`src/rtl/dac_chirp_sequencer_pkg.sv`:
```
// dac_seq_pkg: state encoding, word-field layout and default command fields for dac_chirp_sequencer
package dac_seq_pkg;
  localparam logic [2:0] S_IDLE  = 3'd0;
  localparam logic [2:0] S_LOAD  = 3'd1;
  localparam logic [2:0] S_WAIT  = 3'd2;
  localparam logic [2:0] S_RAMP  = 3'd3;
  localparam logic [2:0] S_DRAIN = 3'd4;
  localparam logic [2:0] S_GAP   = 3'd5;
  localparam int CMD_LSB  = 20;
  localparam int ADDR_LSB = 16;
  localparam int CODE_W   = 16;
  localparam logic [3:0] DEF_CMD  = 4'h3;
  localparam logic [3:0] DEF_ADDR = 4'h0;
  function automatic logic [23:0] pack_word(input logic [3:0] cmd, input logic [3:0] addr, input logic [15:0] code);
    pack_word = (24'(cmd) << CMD_LSB) | (24'(addr) << ADDR_LSB) | 24'(code);
  endfunction
endpackage

```
`src/rtl/dac_chirp_sequencer_if.sv`:
```
// dac_chirp_sequencer_if: word/handshake bundle between the chirp sequencer and the SPI DAC serializer
interface dac_chirp_sequencer_if;
  logic [23:0] data;
  logic        start;
  logic        busy;
  logic        load;
  modport master(output data, output start, input busy, input load);
  modport slave(input data, input start, output busy, output load);
endinterface

```
`src/rtl/dac_chirp_sequencer_code_accum.sv`:
```
// dac_code_accum: ramp code accumulator that also packs the registered DAC command word
module dac_code_accum
  import dac_seq_pkg::*;
#(
  parameter logic [3:0] CMD  = DEF_CMD,
  parameter logic [3:0] ADDR = DEF_ADDR
) (
  input  logic        clk,
  input  logic        rst_n,
  input  logic        load,
  input  logic        step_en,
  input  logic [15:0] start_code,
  input  logic [15:0] step,
  output logic [23:0] word
);
  always_ff @(posedge clk)
    if (!rst_n) word <= '0;
    else if (load) word <= pack_word(CMD, ADDR, start_code);
    else if (step_en) word <= pack_word(CMD, ADDR, word[CODE_W-1:0] + step);
endmodule

```
`src/rtl/dac_chirp_sequencer.sv`:
```
// dac_chirp_sequencer: FMCW chirp frame sequencer driving an SPI DAC serializer; define DAC_CHIRP_SYNC_EN for the chirp_sync ADC trigger
module dac_chirp_sequencer
  import dac_seq_pkg::*;
#(
  parameter logic [3:0] CMD  = DEF_CMD,
  parameter logic [3:0] ADDR = DEF_ADDR
) (
  input  logic                        clk,
  input  logic                        rst_n,
  input  logic                        frame_start,
  input  logic                        abort,
  input  logic [15:0]                 cfg_start_code,
  input  logic [15:0]                 cfg_step,
  input  logic [15:0]                 cfg_nsteps,
  input  logic [7:0]                  cfg_nchirps,
  input  logic [15:0]                 cfg_idle_cycles,
  dac_chirp_sequencer_if.master       dac,
  output logic                        frame_busy,
  output logic                        chirp_active,
  output logic [7:0]                  chirp_idx,
  output logic                        frame_done,
  output logic                        chirp_sync
);
  logic [2:0]  state;
  logic [15:0] start_q, step_q, nsteps_q, idle_q, step_cnt, gap_cnt;
  logic [7:0]  nchirps_q;
  logic        aborted;
  logic        go, adv;
  assign go  = state == S_WAIT && !dac.busy && !abort;
  assign adv = state == S_RAMP && !abort && dac.load && step_cnt < nsteps_q;
  assign frame_busy   = state != S_IDLE;
  assign chirp_active = state == S_RAMP || state == S_DRAIN;
  dac_code_accum #(.CMD(CMD), .ADDR(ADDR)) u_accum (
    .clk(clk), .rst_n(rst_n), .load(go), .step_en(adv),
    .start_code(start_q), .step(step_q), .word(dac.data)
  );
  // abort outranks every state action, including a coincident dac_load
  always_ff @(posedge clk)
    if (!rst_n) begin
      state      <= S_IDLE;
      dac.start  <= 1'b0;
      chirp_idx  <= '0;
      frame_done <= 1'b0;
      aborted    <= 1'b0;
      step_cnt   <= '0;
      gap_cnt    <= '0;
      start_q    <= '0;
      step_q     <= '0;
      nsteps_q   <= '0;
      nchirps_q  <= '0;
      idle_q     <= '0;
    end else begin
      frame_done <= 1'b0;
      if (abort && state != S_IDLE) begin
        state     <= S_DRAIN;
        dac.start <= 1'b0;
        aborted   <= 1'b1;
      end else
        case (state)
          S_IDLE: if (frame_start) state <= S_LOAD;
          S_LOAD: begin
            start_q   <= cfg_start_code;
            step_q    <= cfg_step;
            nsteps_q  <= cfg_nsteps;
            nchirps_q <= cfg_nchirps;
            idle_q    <= cfg_idle_cycles;
            chirp_idx <= '0;
            aborted   <= 1'b0;
            frame_done <= cfg_nsteps == '0 || cfg_nchirps == '0;
            state     <= (cfg_nsteps == '0 || cfg_nchirps == '0) ? S_IDLE : S_WAIT;
          end
          S_WAIT: if (!dac.busy) begin
            dac.start <= 1'b1;
            step_cnt  <= 16'd1;
            state     <= S_RAMP;
          end
          S_RAMP: if (adv) step_cnt <= step_cnt + 16'd1;
            else if (dac.load) begin
              dac.start <= 1'b0;
              state     <= S_DRAIN;
            end
          S_DRAIN: if (!dac.busy) begin
            if (aborted || chirp_idx == nchirps_q - 8'd1) begin
              frame_done <= !aborted;
              state      <= S_IDLE;
            end else begin
              chirp_idx <= chirp_idx + 8'd1;
              gap_cnt   <= idle_q;
              state     <= S_GAP;
            end
          end
          S_GAP: begin
            gap_cnt <= gap_cnt - 16'd1;
            if (gap_cnt <= 16'd1) state <= S_WAIT;
          end
          default: state <= S_IDLE;
        endcase
    end
`ifdef DAC_CHIRP_SYNC_EN
  logic sync_q;
  always_ff @(posedge clk) sync_q <= rst_n && go;
  assign chirp_sync = sync_q;
`else
  assign chirp_sync = 1'b0;
`endif
endmodule
```
`src/flat_wrapper.sv`:
```
// flat-port wrapper written by rule: the top's interface ports become plain ports
module dac_chirp_sequencer_flat import dac_seq_pkg::*;
#(
  parameter logic [3:0] CMD  = DEF_CMD,
  parameter logic [3:0] ADDR = DEF_ADDR
)
  (clk, rst_n, frame_start, abort, cfg_start_code, cfg_step, cfg_nsteps, cfg_nchirps, cfg_idle_cycles, frame_busy, chirp_active, chirp_idx, frame_done, chirp_sync, dac_data, dac_start, dac_busy, dac_load);
  dac_chirp_sequencer_if dac_i ();
  input  logic clk;
  input  logic rst_n;
  input  logic frame_start;
  input  logic abort;
  input  logic [15:0] cfg_start_code;
  input  logic [15:0] cfg_step;
  input  logic [15:0] cfg_nsteps;
  input  logic [7:0] cfg_nchirps;
  input  logic [15:0] cfg_idle_cycles;
  output logic frame_busy;
  output logic chirp_active;
  output logic [7:0] chirp_idx;
  output logic frame_done;
  output logic chirp_sync;
  output wire logic [$bits(dac_i.data)-1:0] dac_data;
  output wire logic [$bits(dac_i.start)-1:0] dac_start;
  input wire logic [$bits(dac_i.busy)-1:0] dac_busy;
  input wire logic [$bits(dac_i.load)-1:0] dac_load;
  assign dac_data = dac_i.data;
  assign dac_start = dac_i.start;
  assign dac_i.busy = dac_busy;
  assign dac_i.load = dac_load;
  dac_chirp_sequencer #(.CMD(CMD), .ADDR(ADDR)) u_core (.clk(clk), .rst_n(rst_n), .frame_start(frame_start), .abort(abort), .cfg_start_code(cfg_start_code), .cfg_step(cfg_step), .cfg_nsteps(cfg_nsteps), .cfg_nchirps(cfg_nchirps), .cfg_idle_cycles(cfg_idle_cycles), .dac(dac_i), .frame_busy(frame_busy), .chirp_active(chirp_active), .chirp_idx(chirp_idx), .frame_done(frame_done), .chirp_sync(chirp_sync));
endmodule
```
`config.mk`:
```
export PLATFORM = sky130hd
export DESIGN_NAME = dac_chirp_sequencer_flat
export DESIGN_NICKNAME = d
export VERILOG_FILES = /design/src/rtl/dac_chirp_sequencer_pkg.sv /design/src/rtl/dac_chirp_sequencer_if.sv /design/src/rtl/dac_chirp_sequencer_code_accum.sv /design/src/rtl/dac_chirp_sequencer.sv /design/src/flat_wrapper.sv
export SDC_FILE = /design/constraint.sdc
export NUM_CORES = 1
export LEC_CHECK = 0
export BUFFER_PORTS_ARGS = -buffer_cell sky130_fd_sc_hd__buf_2
export CAP_MARGIN = 20
export CORE_UTILIZATION = 60
export DETAILED_ROUTE_END_ITERATION = 10
export PLACE_DENSITY = 0.84
export SLEW_MARGIN = 25
export SYNTH_ARGS = -nofsm -noshare
export SYNTH_HDL_FRONTEND = slang
export SYNTH_SLANG_ARGS = --single-unit
export TNS_END_PERCENT = 1
```
`constraint.sdc`:
```
create_clock -name clk -period 3.8 [get_ports clk]
set_clock_uncertainty 0.2 [all_clocks]
set_input_delay 0.76 -clock clk [delete_from_list [all_inputs] [get_ports clk]]
set_output_delay 0.76 -clock clk [all_outputs]
set_load 0.1 [all_outputs]
```
==> flow_metrics.py <==
metrics = {
    "status": {
        "status": "finished clean",
    },
    "drt": {
        "num_vias": 6849,
        "firstDrtPassIters": 5,
        "drt_iter0_markers": 438,
        "wl_um": 17500,
        "routedWlPerCell_um": 15.1,
        "ant_nets": 0,
        "drc": 0,
        "viasPerCell": 5.91,
    },
    "die": {
        "rows": 39,
        "die_y_um": 111,
        "die_area_sq_um": 12200,
        "initial_utilization": 0.616,
        "ios": 115,
        "core_sq_um": 11500,
        "fp.dieW_um": 111,
    },
    "clocking": {
        "clkTransAtPathRegs_ns": 0.05,
        "cts_tree": "yes",
        "clock-sinks": 135,
        "cts_hold_buf": 0,
        "cts_made_buffers": 17,
        "cts_setup_buffers": 0,
        "clk-insertion-delay-late_ns": 0.42,
        "cts-resized-gates": 0,
        "cts_root_buffer": "clkbuf_16",
        "htreeDepth": 4,
        "cts_buffer_depth": 2,
    },
    "layout": {
        "finalNonFillerCells": 1158,
        "layout_commonest_cell": "nand2_1",
        "diodes": 0,
        "area_delta_synth_final_pct": 17.1,
        "multi_input_area_sq_um": 4020,
        "layout_common_cells": "206 x nand2_1, 135 x dfxtp_1, 109 x a21oi_1, 107 x buf_2, 61 x nor2_1",
        "seq_area_sq_um": 2700,
        "nets": 1116,
        "fin_area_sq_um": 8270,
        "drive_gt1_frac": 0.173,
        "fillers": 887,
    },
    "synthesis": {
        "synth_area_sq_um": 7060,
        "synthSimpleGateAreaFrac": 0.235,
        "syn_inst": 916,
        "yosysUniqueCellTypes": 66,
        "synth-edff-count": 0,
        "synth_xor_area_frac": 0.0397,
        "avgSynthCellArea_sq_um": 7.71,
        "synth_ff_type": "dfxtp_1",
        "yosysWarningCount": 0,
        "synth_compound_area_frac": 0.218,
        "synthArstFlopShare": 0,
        "ys_ff_latch": 135,
        "synthAdderAreaFrac": 0.0648,
        "seq_area_frac_synth": 0.383,
        "synth_top_family_by_area": "simple AND/OR/NAND/NOR gates",
        "muxShareOfSynthArea": 0.00602,
    },
    "timing": {
        "finalSetupViolCount": 0,
        "fmax_mhz": 320,
        "slew_headroom": 0.372,
        "timing.final.crit_share": 0.823,
        "tns_ns": 0,
        "rsz0062_at_grt": "no",
        "setup_ws_ns": 0.673,
        "slew_violations": 0,
        "worst_pin_slew_ns": 0.938,
        "finalHoldViolCount": 0,
        "post-route-min-period_ns": 3.13,
    },
    "global_route": {
        "grt_pass1_vias": 6229,
        "grt-ovfl-total": 0,
        "grt_max_degree": 62,
        "track_usage": 0.287,
        "grt_pass1_wl_um": 28800,
        "antenna_found_initial": 0,
    },
    "power_and_ir_drop": {
        "finalPower_mw": 4.46,
        "p_per_area_nw_per_um2": 539,
        "irDropWorstVdd_mv": 0.445,
        "p_leak_nw": 3.30,
    },
    "place": {
        "routabilityCongestion": 0.887,
        "dp.cells": 1126,
        "post-dp-hpwl_um": 11800,
        "dp_slack_ns": 0.692,
        "postPlaceCellArea_sq_um": 7670,
        "io_buffers": 107,
    },
    "setup_path": {
        "start_kind": "register",
        "slowest_delay_ns": 0.55,
        "cp.required_ns": 3.84,
        "cpMostUsedCell": "a211oi_1",
        "path_class": "register to register",
        "end_kind": "register",
        "path_cells": "ha_1 > a211oi_1 > o21ai_0 > a211oi_1 > o21a_1 > nand3_1 > a2111oi_0 > a311oi_1",
        "crit_path_top_delay_cell": "a2111oi_0",
        "crit_arrival_ns": 3.17,
        "critPathMaxFanout": 9,
    },
    "worst_hold_path": {
        "min_path_type": "register to register",
    },
    "run": {
        "max-cap-violations": 0,
    },
}
[routing by layer]
metal / vias up / routed length, um / GRT usage
met5: - / 0 / 0
met4: 0 / 314 / 0.108
met3: 26 / 1170 / 0.0587
met2: 266 / 8330 / 0.476
met1: 3181 / 7680 / 0.366
li1: 3376 / - / -
[metrics by stage]
stage               hold WS [ns]   util
finish                     0.256  0.721
global route               0.264  0.721
CTS                        0.256  0.721
detailed placement         0.249  0.669
global placement           0.244  0.669
floorplan                  0.232      -
[worst paths after layout]
path	end	cells past startpoint	start	slack, ns
setup / recovery	u_core.u_accum.word[15]	8	u_core.step_cnt[2]	0.67
hold / removal	u_core.start_q[0]	2	u_core.start_q[0]	0.26
setup reg to reg	u_core.u_accum.word[15]	8	u_core.step_cnt[2]	0.67
hold reg to reg	u_core.start_q[0]	2	u_core.start_q[0]	0.26
[flip-flops by register name, summed over array words and instances (netlist names)]
| name | flops |
|---|---|
| u_core.step_cnt | 16 |
| u_core.u_accum.word | 17 |
| u_core.nchirps_q | 8 |
| u_core.idle_q | 16 |
| u_core.step_q | 16 |
| u_core.aborted | 1 |
| u_core.gap_cnt | 16 |
| u_core.frame_done | 1 |
| u_core.nsteps_q | 16 |
| u_core.start_q | 16 |
| u_core.chirp_idx | 8 |
| u_core.state | 3 |
| u_core.dac.start | 1 |
[synth_stat cells (all sizes together) (5+ instances only)]
cell	n	share of area
nand2	206	0.11
dfxtp	135	0.38
a21oi	109	0.077
nor2	61	0.032
clkbuf	45	0.024
o21ai	38	0.027
ha	35	0.062
inv	30	0.016
xnor2	23	0.029
nand3	22	0.016
buf	15	0.013
nor3	15	0.012
nor4	15	0.013
a211oi	13	0.014
o21a	11	0.012
or3	11	0.0097
a221oi	9	0.012
a22oi	9	0.0096
xor2	9	0.011
nand4	8	0.0071
nor2b	8	0.0071
a31o	7	0.0087
and3	6	0.0053
nand2b	6	0.0053
a21o	5	0.0053
[kinds of logic (layout without fill, tap and decap cells)]
logic type	count (synthesis)	after routing
AO/OA/AOI/OAI	244	244
XOR/XNOR	32	32
adder cells (fa/ha/maj)	36	36
buffers and inverters	91	184
flip-flops	135	135
multiplexers	4	4
other	1	7
AND/OR/NAND/NOR	373	373
[critical path, delay by kind of cell, from the launching register on]
family                   cells  cell delay [ns]
adder cells (fa/ha/maj)      1             0.29
AND/OR/NAND/NOR              1             0.15
flip-flops                   1             0.46
AO/OA/AOI/OAI                6             1.85
[power by group]
| group | internal (mW) | switching [mW] |
|---|---|---|
| clock | 1.06 | 0.589 |
| sequential | 1.54 | 0.140 |
| combinational | 0.364 | 0.762 |
| total | 2.97 | 1.49 |
[area by class of cell]
cell class,count,area share
repair buffers,121,0.0789
clock inverters,8,0.0112
clock buffers,24,0.0619
well taps,143,0.0216
multi-input cells,696,0.486
inverters,31,0.0141
flip-flops and latches,135,0.327
(Power assumes the default switching activity.)
